===== src/rtl/ex_exception_stage.sv =====
// EX->MEM exception slice: merges ID-carried exception flags with EX-detected
// overflow and data address errors, resolves the single winning cause, and
// registers the bundle for the MEM-stage exception unit. After an excepting
// (or ERET) instruction is handed over, younger instructions are discarded
// until MEM flushes the pipeline. Data-SRAM requests are suppressed for
// excepting, killed or flushed instructions.
module ex_exception_stage #(
    parameter logic [31:0] RESET_PC = 32'hBFC00000
) (
    input  logic        clk,
    input  logic        resetn,
    input  logic        flush,
    input  logic        in_valid,
    output logic        in_ready,
    input  logic [31:0] in_pc,
    input  logic        in_bd,
    input  logic        in_exc_fetch,
    input  logic        in_ri,
    input  logic        in_sys,
    input  logic        in_bp,
    input  logic        in_eret,
    input  logic        in_mtc0,
    input  logic        in_mfc0,
    input  logic [4:0]  in_cp0_addr,
    input  logic        in_detect_of,
    input  logic        in_alu_of,
    input  logic        in_mem_rd,
    input  logic        in_mem_wr,
    input  logic [1:0]  in_mem_size,
    input  logic [31:0] in_mem_addr,
    output logic        mem_req_ok,
    output logic        out_valid,
    input  logic        out_ready,
    output logic [31:0] out_pc,
    output logic        out_bd,
    output logic        out_eret,
    output logic        out_set_cp0,
    output logic        out_read_cp0,
    output logic [4:0]  out_cp0_addr,
    output logic [31:0] out_badaddr,
    output logic        out_exc_fetch,
    output logic        out_exc_reserved,
    output logic        out_exc_instruction,
    output logic        out_exc_data,
    output logic        out_adel,
    output logic        out_ades,
    output logic        out_sys,
    output logic        out_bp,
    output logic        out_ri,
    output logic        out_ov,
    output logic [4:0]  out_exccode
);

    localparam logic [4:0] EXC_NONE = 5'h00;
    localparam logic [4:0] EXC_ADEL = 5'h04;
    localparam logic [4:0] EXC_ADES = 5'h05;
    localparam logic [4:0] EXC_SYS  = 5'h08;
    localparam logic [4:0] EXC_BP   = 5'h09;
    localparam logic [4:0] EXC_RI   = 5'h0a;
    localparam logic [4:0] EXC_OV   = 5'h0c;

    typedef enum logic {
        ST_RUN  = 1'b0,
        ST_KILL = 1'b1
    } state_t;

    typedef struct packed {
        logic [31:0] pc;
        logic        bd;
        logic        eret;
        logic        set_cp0;
        logic        read_cp0;
        logic [4:0]  cp0_addr;
        logic [31:0] badaddr;
        logic        exc_fetch;
        logic        exc_reserved;
        logic        exc_instruction;
        logic        exc_data;
        logic        adel;
        logic        ades;
        logic        sys;
        logic        bp;
        logic        ri;
        logic        ov;
        logic [4:0]  exccode;
    } bundle_t;

    state_t  state_q, state_d;
    logic    out_valid_q, out_valid_d;
    bundle_t bundle_q, bundle_d;

    logic data_access;
    logic data_misalign;
    logic exc_any;
    logic accept;

    // Byte accesses can never misalign; halfwords need bit 0 clear, words bits 1:0.
    assign data_access   = in_mem_rd | in_mem_wr;
    assign data_misalign = (in_mem_size == 2'd1) ? in_mem_addr[0]
                         : (in_mem_size[1] ? (|in_mem_addr[1:0]) : 1'b0);
    assign exc_any       = in_exc_fetch | in_ri | in_sys | in_bp
                         | (in_detect_of & in_alu_of)
                         | (data_access & data_misalign);

    // Priority-resolve the single winning cause and build the next bundle.
    always_comb begin
        bundle_d          = '0;
        bundle_d.pc       = in_pc;
        bundle_d.bd       = in_bd;
        bundle_d.eret     = in_eret;
        bundle_d.cp0_addr = in_cp0_addr;
        // CP0 side effects must not happen for an instruction that traps.
        bundle_d.set_cp0  = in_mtc0 & ~exc_any;
        bundle_d.read_cp0 = in_mfc0 & ~exc_any;
        if (in_exc_fetch) begin
            bundle_d.exc_fetch = 1'b1;
            bundle_d.adel      = 1'b1;
            bundle_d.exccode   = EXC_ADEL;
            bundle_d.badaddr   = in_pc;
        end else if (in_ri) begin
            bundle_d.exc_reserved = 1'b1;
            bundle_d.ri           = 1'b1;
            bundle_d.exccode      = EXC_RI;
        end else if (in_sys) begin
            bundle_d.exc_instruction = 1'b1;
            bundle_d.sys             = 1'b1;
            bundle_d.exccode         = EXC_SYS;
        end else if (in_bp) begin
            bundle_d.exc_instruction = 1'b1;
            bundle_d.bp              = 1'b1;
            bundle_d.exccode         = EXC_BP;
        end else if (in_detect_of & in_alu_of) begin
            bundle_d.exc_instruction = 1'b1;
            bundle_d.ov              = 1'b1;
            bundle_d.exccode         = EXC_OV;
        end else if (data_access & data_misalign) begin
            bundle_d.exc_data = 1'b1;
            bundle_d.badaddr  = in_mem_addr;
            if (in_mem_rd) begin
                bundle_d.adel    = 1'b1;
                bundle_d.exccode = EXC_ADEL;
            end else begin
                bundle_d.ades    = 1'b1;
                bundle_d.exccode = EXC_ADES;
            end
        end else begin
            bundle_d.exccode = EXC_NONE;
        end
    end

    // RUN/KILL next state, handshake, output-valid update and SRAM request gate.
    always_comb begin
        state_d     = state_q;
        in_ready    = 1'b1;
        accept      = 1'b0;
        out_valid_d = out_valid_q;
        mem_req_ok  = 1'b0;
        case (state_q)
            ST_RUN: begin
                in_ready = ~out_valid_q | out_ready;
                accept   = in_valid & in_ready & ~flush;
                if (accept & (exc_any | in_eret)) begin
                    state_d = ST_KILL;
                end
            end
            ST_KILL: begin
                in_ready = 1'b1;
            end
            default: begin
                state_d = ST_RUN;
            end
        endcase
        // A flush discards whatever EX holds and reopens the slice.
        if (flush) begin
            in_ready = 1'b1;
            accept   = 1'b0;
            state_d  = ST_RUN;
        end
        if (flush) begin
            out_valid_d = 1'b0;
        end else if (accept) begin
            out_valid_d = 1'b1;
        end else if (out_ready) begin
            out_valid_d = 1'b0;
        end
        mem_req_ok = accept & data_access & ~exc_any;
    end

    // State, valid and bundle registers; the bundle only changes on accept.
    always_ff @(posedge clk or negedge resetn) begin
        if (!resetn) begin
            state_q     <= ST_RUN;
            out_valid_q <= 1'b0;
            bundle_q    <= '0;
            bundle_q.pc <= RESET_PC;
        end else begin
            state_q     <= state_d;
            out_valid_q <= out_valid_d;
            if (accept) begin
                bundle_q <= bundle_d;
            end
        end
    end

    assign out_valid           = out_valid_q;
    assign out_pc              = bundle_q.pc;
    assign out_bd              = bundle_q.bd;
    assign out_eret            = bundle_q.eret;
    assign out_set_cp0         = bundle_q.set_cp0;
    assign out_read_cp0        = bundle_q.read_cp0;
    assign out_cp0_addr        = bundle_q.cp0_addr;
    assign out_badaddr         = bundle_q.badaddr;
    assign out_exc_fetch       = bundle_q.exc_fetch;
    assign out_exc_reserved    = bundle_q.exc_reserved;
    assign out_exc_instruction = bundle_q.exc_instruction;
    assign out_exc_data        = bundle_q.exc_data;
    assign out_adel            = bundle_q.adel;
    assign out_ades            = bundle_q.ades;
    assign out_sys             = bundle_q.sys;
    assign out_bp              = bundle_q.bp;
    assign out_ri              = bundle_q.ri;
    assign out_ov              = bundle_q.ov;
    assign out_exccode         = bundle_q.exccode;

endmodule


===== config.mk =====
export PLATFORM = sky130hd
export DESIGN_NAME = ex_exception_stage
export DESIGN_NICKNAME = d
export VERILOG_FILES = /design/src/rtl/ex_exception_stage.sv
export SDC_FILE = /design/constraint.sdc
export NUM_CORES = 1
export LEC_CHECK = 0
export BUFFER_PORTS_ARGS = -buffer_cell sky130_fd_sc_hd__buf_4
export CAP_MARGIN = 20
export CORE_MARGIN = 4
export CORE_UTILIZATION = 48
export CTS_CLUSTER_DIAMETER = 30
export DETAILED_ROUTE_END_ITERATION = 10
export PLACE_DENSITY = 0.8
export SLEW_MARGIN = 30
export SYNTH_ARGS = -nofsm -noshare
export SYNTH_HDL_FRONTEND = slang
export SYNTH_SLANG_ARGS = --single-unit
export TNS_END_PERCENT = 100

===== constraint.sdc =====
create_clock -name clk -period 2 [get_ports clk]
set_input_delay 0.4 -clock clk [delete_from_list [all_inputs] [get_ports clk]]
set_output_delay 0.4 -clock clk [all_outputs]
set_load 0.03 [all_outputs]

# --- Word level (Yosys, flattened, before mapping) ---
# Index checks and enable logic that the tools add are counted.
totals:
  regBits: 90
  inputBits: 88
  out_inout_bits: 91
  wordCells: 90
classes:
  n_eq_ne: 1
  muxes: 46
  bitwise: 21
  n_reduce_logical: 2
op_table:
  columns: ["op", "n"]
  rows:
  - ["two-way mux 32 bit", 6]
  - ["two-way mux 5 bit", 6]
  - ["two-way mux 1 bit", 26]
  - ["two-way mux 3 bit", 6]
  - ["AND 1 bit", 9]
  - ["bitwise OR 1 bit", 8]
  - ["two-way mux 6 bit", 1]
  - ["inverter 1 bit", 4]
  - ["nonzero test 3 bit", 1]
  - ["equality test 2 x 1 -> 1 bit, second input constant", 1]
  - ["one-hot mux 1 bit (2 select lines)", 1]
  - ["OR reduction 2 bit", 1]

# --- Logic depth before layout (Yosys ltp) ---
# Gate-level depths: netlist of the first run.
logic_depth:
  word_depth: 10
  mapped_depth: 5
  depth_no_buf: 3

# --- Least setup slack after synthesis of the first run ---
# OpenSTA, ideal clock, no wires.
synth_timing:
  kind: "input to output"
  start: "in in_detect_of"
  end: "out mem_req_ok"
  t_arrival_ns: 1.728
  required_ns: 1.600
  setup_slack_ns: -0.128
  cell_stages: 3
  n_path_buf: 0
  cell_sequence: "a211oi_1 > o311ai_0 > nor3_1"
synth_between:
  elab_chain_len: 5
synth_lines:
  columns: ["item", "line", "source"]
  rows:
  - ["from (decl)", "25", "input logic in_detect_of,"]
  - ["AND 1 bit", "102", "| (in_detect_of & in_alu_of)"]
  - ["bitwise OR 1 bit", "102", null]
  - ["bitwise OR 1 bit", "103", "| (data_access & data_misalign);"]
  - ["inverter 1 bit", "186", "mem_req_ok = accept & data_access & ~exc_any;"]
  - ["AND 1 bit", "186", null]
  - ["to (decl)", "31", "output logic mem_req_ok,"]
# Every way passes these cells.

# --- Worst setup path after layout of the first run ---
layout_timing:
  start: "reg state_q"
  end: "out mem_req_ok"
layout_between:
  elab_chain_len: 4
layout_lines:
  columns: ["item", "line", "source"]
  rows:
  - ["from (decl)", "88", "state_t state_q, state_d;"]
  - ["from (signal assigned)", "197", "state_q <= state_d;"]
  - ["two-way mux 1 bit", "158", "case (state_q)"]
  - ["two-way mux 1 bit", "174", "if (flush) begin"]
  - ["AND 1 bit (2 in a row)", "186", null]
# Every way passes these cells.

==> results of run 1 <==
## path summary, 6_finish.rpt
check                                         start                           to  slack, ns  cells after the start
max in group asynchronous                    resetn       out_pc[26]$_DFFE_PN1P_       0.87                      3
hold / removal                       in_cp0_addr[4]  out_cp0_addr[4]$_DFFE_PN0P_       0.28                      2
min in group asynchronous                    resetn       out_pc[15]$_DFFE_PN0P_       0.52                      2
hold reg to reg            out_read_cp0$_DFFE_PN0P_     out_read_cp0$_DFFE_PN0P_       0.49                      1
setup reg to reg                  state_q$_DFF_PN0_  out_badaddr[30]$_DFFE_PN0P_       0.31                      4
setup / recovery                  state_q$_DFF_PN0_                   mem_req_ok       0.15                      4
## repair_timing
action	CTS	global route
buffers inserted	0	0
hold buffers	1	0
setup endpoints to repair	0	1
resized for setup	0	1
hold endpoints to repair	21	0
## stage by stage
| stage | instances | instance area, um2 | utilization (%) |
|---|---|---|---|
| 2_1_floorplan | 393 | 4240 | - |
| 3_3_place_gp | 656 | 5730 | 68.3 |
| 3_5_place_dp | 656 | 5730 | 68.3 |
| 4_1_cts | 672 | 5920 | 70.7 |
| 5_1_grt | 672 | 5930 | 70.8 |
| 6_report | 672 | 5930 | 70.8 |
## cell families after synthesis
kind of cell,after synthesis
AOI/OAI and AO/OA,62
buffers and inverters,78
DFF,87
muxes,43
other,1
and+or+nand+nor,122
## final cells by class
type	count	area share (%)
clock inverter	4	0.780
sequential	87	36.9
timing repair buffer	201	26.3
multi-input combinational	228	29.1
tap	105	2.21
clock buffer	11	2.38
inverter	36	2.28
## sequential cells by signal, indices dropped and copies added (netlist names), 4 cells and up
name and count:
out_pc 32, out_exccode 4, out_badaddr 32, out_cp0_addr 5
## Yosys cell counts, drive strengths merged
library cell	instances	area share (%)
dfrtp	78	46
mux2	43	11
nand4	37	5.5
inv	36	3.2
nand2	35	3.1
o221ai	32	6.6
or4	32	5.7
clkbuf	23	2.0
buf	19	2.9
dfstp	9	5.6
o31ai	9	1.6
nor2	5	0.44
nor3	5	0.86
o21ai	4	0.47
a21o	3	0.53
nor2b	3	0.44
a21oi	2	0.24
a41oi	2	0.41
o2bb2ai	2	0.41
or2	2	0.36
a2111oi	1	0.21
a211oi	1	0.18
a21boi	1	0.18
a31oi	1	0.15
conb	1	0.089
nand2b	1	0.15
nand3	1	0.12
o211ai	1	0.18
o22a	1	0.21
o311a	1	0.24
o311ai	1	0.21
or3	1	0.15
## power groups by stage
stage | Sequential, mW | Combinational, mW | Clock (mW)
floorplan | 2.96 | 0.523 | 0
CTS | 2.29 | 2.07 | 1.23
detailed placement | 2.32 | 2.06 | 0
global route | 2.33 | 2.18 | 1.31
finish | 2.29 | 2.06 | 1.22
global placement | 2.30 | 2.03 | 0
## metal layers
metal | vias up | GRT usage, %
li1 | 1807 | -
met1 | 1925 | 31.7
met2 | 189 | 43.9
met3 | 13 | 6.69
met4 | 0 | 6.76
met5 | - | 0
## layout by cell type (no fill, tap or decap), types with 2 or more instances in the layout
cell type	count
nand4_1	37
mux2_2	43
nor3_1	3
a41oi_1	2
inv_1	35
o21ai_0	4
o2bb2ai_1	2
nor2b_1	2
o31ai_1	9
or4_1	32
dfrtp_1	78
clkbuf_8	10
nor2_1	4
buf_4	196
a21o_1	3
o221ai_1	32
nand2_1	35
buf_12	4
a21oi_1	2
dfstp_2	9
==> metrics.md, run 1 <==
| Metric | Value |
|---|---|
| Outcome | `completed` |
| Worst Path Max Fanout | `10` |
| Compound-cell area share of the yosys netlist | `11.8%` |
| Die area | `0.0104 mm2` |
| Psw | `2.01 mW` |
| Die extent in y | `102 um` |
| Final Slew Violations | `0` |
| TNS Setup | `0 ns` |
| Crit path required time | `1.60 ns` |
| Average instance area after synthesis | `10.8 um2` |
| Final worst slack | `0.154 ns` |
| Int Power | `3.55 mW` |
| Detailed-route via count | `3934` |
| Port Buf Inserts | `177` |
| GRT Util Overall | `25.4%` |
| Leak pwr | `2.76 nW` |
| F_max | `542 MHz` |
| Post-synthesis sequential area ratio | `51.7%` |
| Met3 Wirelength | `1270 um` |
| WHS | `0.280 ns` |
| Crit path buffers/inverters | `1` |
| Slew margin rel. | `64.3%` |
| Row count | `33` |
| First-pass GRT wire length | `20400 um` |
| P&R area growth vs syn | `40.2%` |
| Final setup fails | `0` |
| Reg clk slew, reported paths | `0.08 ns` |
| Initial Util | `50.5%` |
| WL met1 | `4950 um` |
| Area of the multi-input gates | `0.00173 mm2` |
| Total Wirelength | `13100 um` |
| Portion of netlist area occupied by mux cells | `11.4%` |
| Sw Ratio | `36.1%` |
| RSZ-0062 raised after global routing | `false` |
| Die width | `102 um` |
| Clock skew | `0.00670 ns` |
| Power, Total | `5.56 mW` |
| Worst Path Arrival | `1.45 ns` |
| Delay-heaviest family, CP | `simple AND/OR/NAND/NOR gates` |
| Final Hold Viols | `0` |
| Peak VDD IR | `0.649 mV` |
| Root Buffer | `clkbuf_8` |
| Worst-Margin Slew | `0.528 ns` |
| Post-route ant nets | `0` |
| Synth Register Bits | `87` |
| Sequential share of power | `41.2%` |
| Vias per cell | `5.85` |
| Post-DP HPWL | `9470 um` |
| Area of the mapped netlist | `0.00423 mm2` |
| Maxcap violations | `0` |
| Core Box Area | `0.00838 mm2` |
| CP endpoint kind | `primary output` |
| Critical Path Slowest Stage Cell | `dfrtp_1` |
| H-tree levels | `3` |
| CTS buffer count | `9` |
| Largest family of logic cells by synthesized area | `simple AND/OR/NAND/NOR gates` |
| CTS tree | `built` |
| Syn Nets | `481` |
| Clock power frac | `21.9%` |
| Critical Path, Cell by Cell | `nor2_4, nand3_4, nor3_2, buf_4` |
| Crit path kind | `reg -> out` |
| Share of cells above drive strength 1 | `48.3%` |
| Worst-Skew Late Latency | `0.35 ns` |
| Area share of fa/ha/maj cells after synthesis | `0%` |
| Worst hold path class | `in -> reg` |
| Initial DRC count | `250` |
| Drt first pass iters | `4` |
| Synthesis warning total | `0` |
| WL met2 | `6690 um` |
| Period minus WS final | `1.85 ns` |
| Tcrit/Tclk final | `92.3%` |
| Post-synthesis xor/xnor area fraction | `0%` |
| Highest routed layer | `met4` |
| Maximum buffer depth of the clock tree | `2` |
| Gate power share | `37.0%` |
| Antenna cells | `0` |
| Crit start category | `flip-flop` |
| Slowest Stage Delay on Critical Path | `0.44 ns` |
| FILL cells | `634` |
| Pin count of the biggest net entering global routing | `40` |
| Synth cell types | `38` |
| Wire per inst | `19.4 um` |
| Placement Setup Slack | `0.175 ns` |
| Gr ovfl total | `0` |
| Clock Sinks | `87` |
| Final #Nets | `651` |
| Post-Syn Instances | `393` |
| Initial antenna violation count | `0` |
| Simple logic cell fraction of the synthesized area | `16.8%` |
| Power per cell area | `937 mW/mm2` |
| Register Area | `0.00219 mm2` |
| I/O pin total | `179` |
| DRC | `0` |
| Vias in the first global route | `4000` |
| GP Congestion | `0.818` |
(Power assumes the default switching activity.)
==> inputs of run 2 (changes only) <==
CELL_PAD_IN_SITES_DETAIL_PLACEMENT = 2   (was unset)
CELL_PAD_IN_SITES_GLOBAL_PLACEMENT = 2   (was unset)
CORE_UTILIZATION = 28   (was 48)
PLACE_DENSITY = unset   (was 0.8)
PLACE_DENSITY_LB_ADDON = 0.1   (was unset)
==> run 2 against run 1 <==
Core utilization decreased by 29 points. Via count decreased by 0.13%. Global-route usage decreased by 5.9 points. First-iteration DRC count decreased by 24%. Wire length increased by 25%. Largest power group unchanged. Sequential share of layout area decreased by 1.1 points. Sequential power about the same. Non-clock buffer count decreased by 3. Cell area increased by 3.0%. Die area increased by 65%. Final cell count increased by 11%.
==> metrics.md, run 2 (synthesis gave the netlist of run 1 again) <==
| Metric | Value |
|---|---|
| Most frequent cells in the layout | `buf_4 (194), dfrtp_1 (78), mux2_2 (43)` |
| Worst-Skew Late Latency | `0.35 ns (about the same)` |
| Period minus WS final | `1.87 ns (+0.0224 ns)` |
| H-tree levels | `3 (unchanged)` |
| Worst hold path class | `in -> async` |
| Detailed-route via count | `3929 (-0.13%)` |
| Post-DP HPWL | `12000 um (+27%)` |
| Outcome | `completed` |
| Die width | `131 um (+28%)` |
| I/O pin total | `179 (unchanged)` |
| Final setup fails | `0 (unchanged)` |
| Crit start category | `flip-flop` |
| CP endpoint kind | `primary output` |
| Gr ovfl total | `0 (unchanged)` |
| Reg clk slew, reported paths | `0.06 ns (-0.02 ns)` |
| Total Wirelength | `16400 um (+25%)` |
| Vias in the first global route | `4383 (+9.6%)` |
| DRC | `0 (unchanged)` |
| Commonest non-fill, non-tap cell in the layout | `buf_4` |
| R2R Setup Slk | `0.22 ns (-0.09 ns)` |
| Slew margin rel. | `66.0% (+1.7 points)` |
| Initial DRC count | `189 (-24%)` |
| RSZ-0062 raised after global routing | `false` |
| Clock skew | `0.00447 ns (-0.00223 ns)` |
| Die extent in y | `131 um (+28%)` |
| Worst-Margin Slew | `0.510 ns (-0.0186 ns)` |
| Initial antenna violation count | `0 (unchanged)` |
| Worst Reg-to-Reg Cells | `4 (unchanged)` |
| Port Buf Inserts | `177 (unchanged)` |
| CTS tree | `built` |
| Initial Util | `28.9% (-22 points)` |
| Leak pwr | `2.79 nW (+1.1%)` |
| Slowest Stage Delay on Critical Path | `0.44 ns (about the same)` |
| Antenna cells | `0 (unchanged)` |
| GP Congestion | `0.740 (-9.5%)` |
| Final Slew Violations | `0 (unchanged)` |
| Critical Path, Cell by Cell | `nor2_4, buf_4, nand2_1, buf_4` |
| Final #Nets | `648 (-0.46%)` |
| Post-route ant nets | `0 (unchanged)` |
| Peak VDD IR | `0.597 mV (-8.1%)` |
| Worst Path Max Fanout | `12 (+2)` |
| Setup Fix Bufs, Post-CTS | `0 (unchanged)` |
| P&R area growth vs syn | `44.4%` |
| Share of cells above drive strength 1 | `48.3% (about the same)` |
| Clock Sinks | `87 (unchanged)` |
| F_max | `535 MHz (-1.2%)` |
| Critical Path Slowest Stage Cell | `dfrtp_1` |
| Die area | `0.0171 mm2 (+65%)` |
| Final Hold Viols | `0 (unchanged)` |
| Maxcap violations | `0 (unchanged)` |
| Root Buffer | `clkbuf_16` |
| Core Box Area | `0.0146 mm2 (+75%)` |
| GRT Util Overall | `19.5% (-5.9 points)` |
| TNS Setup | `0 ns (unchanged)` |
| CTS buffer count | `9 (unchanged)` |
| Row count | `44 (+33%)` |
| First-pass GRT wire length | `25300 um (+24%)` |
| Crit path required time | `1.60 ns (about the same)` |
| Worst Path Arrival | `1.47 ns (+0.02 ns)` |
| Power per cell area | `992 mW/mm2 (+5.8%)` |
| Fin util | `41.7% (-29 points)` |
| Wire per inst | `21.9 um (+13%)` |
| Maximum buffer depth of the clock tree | `2 (unchanged)` |
| Pin count of the biggest net entering global routing | `40 (unchanged)` |
| Tcrit/Tclk final | `93.4% (+1.1 points)` |
| Crit path kind | `reg -> out` |
| WHS | `0.0235 ns (-0.257 ns)` |
| Drt first pass iters | `5 (+1)` |
| Most used cell, CP | `buf_4` |
| Vias per cell | `5.25 (-10%)` |
[run 2: cell count changes in the layout (fill, tap and decap cells not counted), sizes merged]
cell,change
clkinvlp,+1
dlygate4sd3,-1
buf,-2
[run 2: power by group]
part / internal (mW) / switching (mW)
clock network: 0.968 / 0.704
logic: 0.841 / 1.24
registers: 2.11 / 0.189
[run 2: worst max-delay path, delay by kind of cell (launching register included)]
family	cells	cell delay (ns)
flops	1	0.44
simple gates	2	0.27
buf+inv	2	0.41
[run 2: routing by layer]
| layer | up-vias | share of wire (%) | GRT usage (%) |
|---|---|---|---|
| met4 | 0 | 1.1 | 5.08 |
| met2 | 124 | 50 | 32.7 |
| met1 | 1988 | 42 | 24.5 |
| met5 | - | 0 | 0 |
| met3 | 12 | 6.5 | 5.98 |
| li1 | 1805 | - | - |
[run 2: final timing paths]
path                                               endpoint               startpoint
worst max-delay path                               in_ready        state_q$_DFF_PN0_
worst min-delay path            out_badaddr[27]$_DFFE_PN0P_                   resetn
worst max register to register   out_badaddr[4]$_DFFE_PN0P_        state_q$_DFF_PN0_
worst min register to register      out_set_cp0$_DFFE_PN0P_  out_set_cp0$_DFFE_PN0P_
max in group asynchronous            out_pc[25]$_DFFE_PN1P_                   resetn
min in group clk                out_cp0_addr[1]$_DFFE_PN0P_           in_cp0_addr[1]
[run 2: cell type report]
| cell class | count | area [um2] |
|---|---|---|
| Clock buffer | 11 | 233 |
| Clock inverter | 5 | 58.8 |
| Fill cell | 1531 | 8540 |
| Inverter | 36 | 135 |
| Multi-Input combinational cell | 228 | 1730 |
| Sequential cell | 87 | 2190 |
| Tap cell | 184 | 230 |
| Timing Repair Buffer | 198 | 1540 |
[run 2: what timing repair did]
item / in CTS / in global routing
hold buffers: 0 / 0
endpoints found under the setup margin: 0 / 1
resized for setup: 0 / 1
[run 2: stage by stage]
| stage | instance area (um2) | power [mW] | std cells | worst slack [ns] |
|---|---|---|---|---|
| 6_report | 6110 | 6.06 | 749 | 0.132 |
| 5_1_grt | 6110 | 6.38 | 749 | 0.0556 |
| 3_5_place_dp | 5820 | 4.45 | 733 | 0.0933 |
| 4_1_cts | 6110 | 6.17 | 749 | 0.0576 |
| 3_3_place_gp | 5820 | 4.39 | 733 | 0.181 |
| 2_1_floorplan | 4240 | 3.48 | 393 | 0.101 |
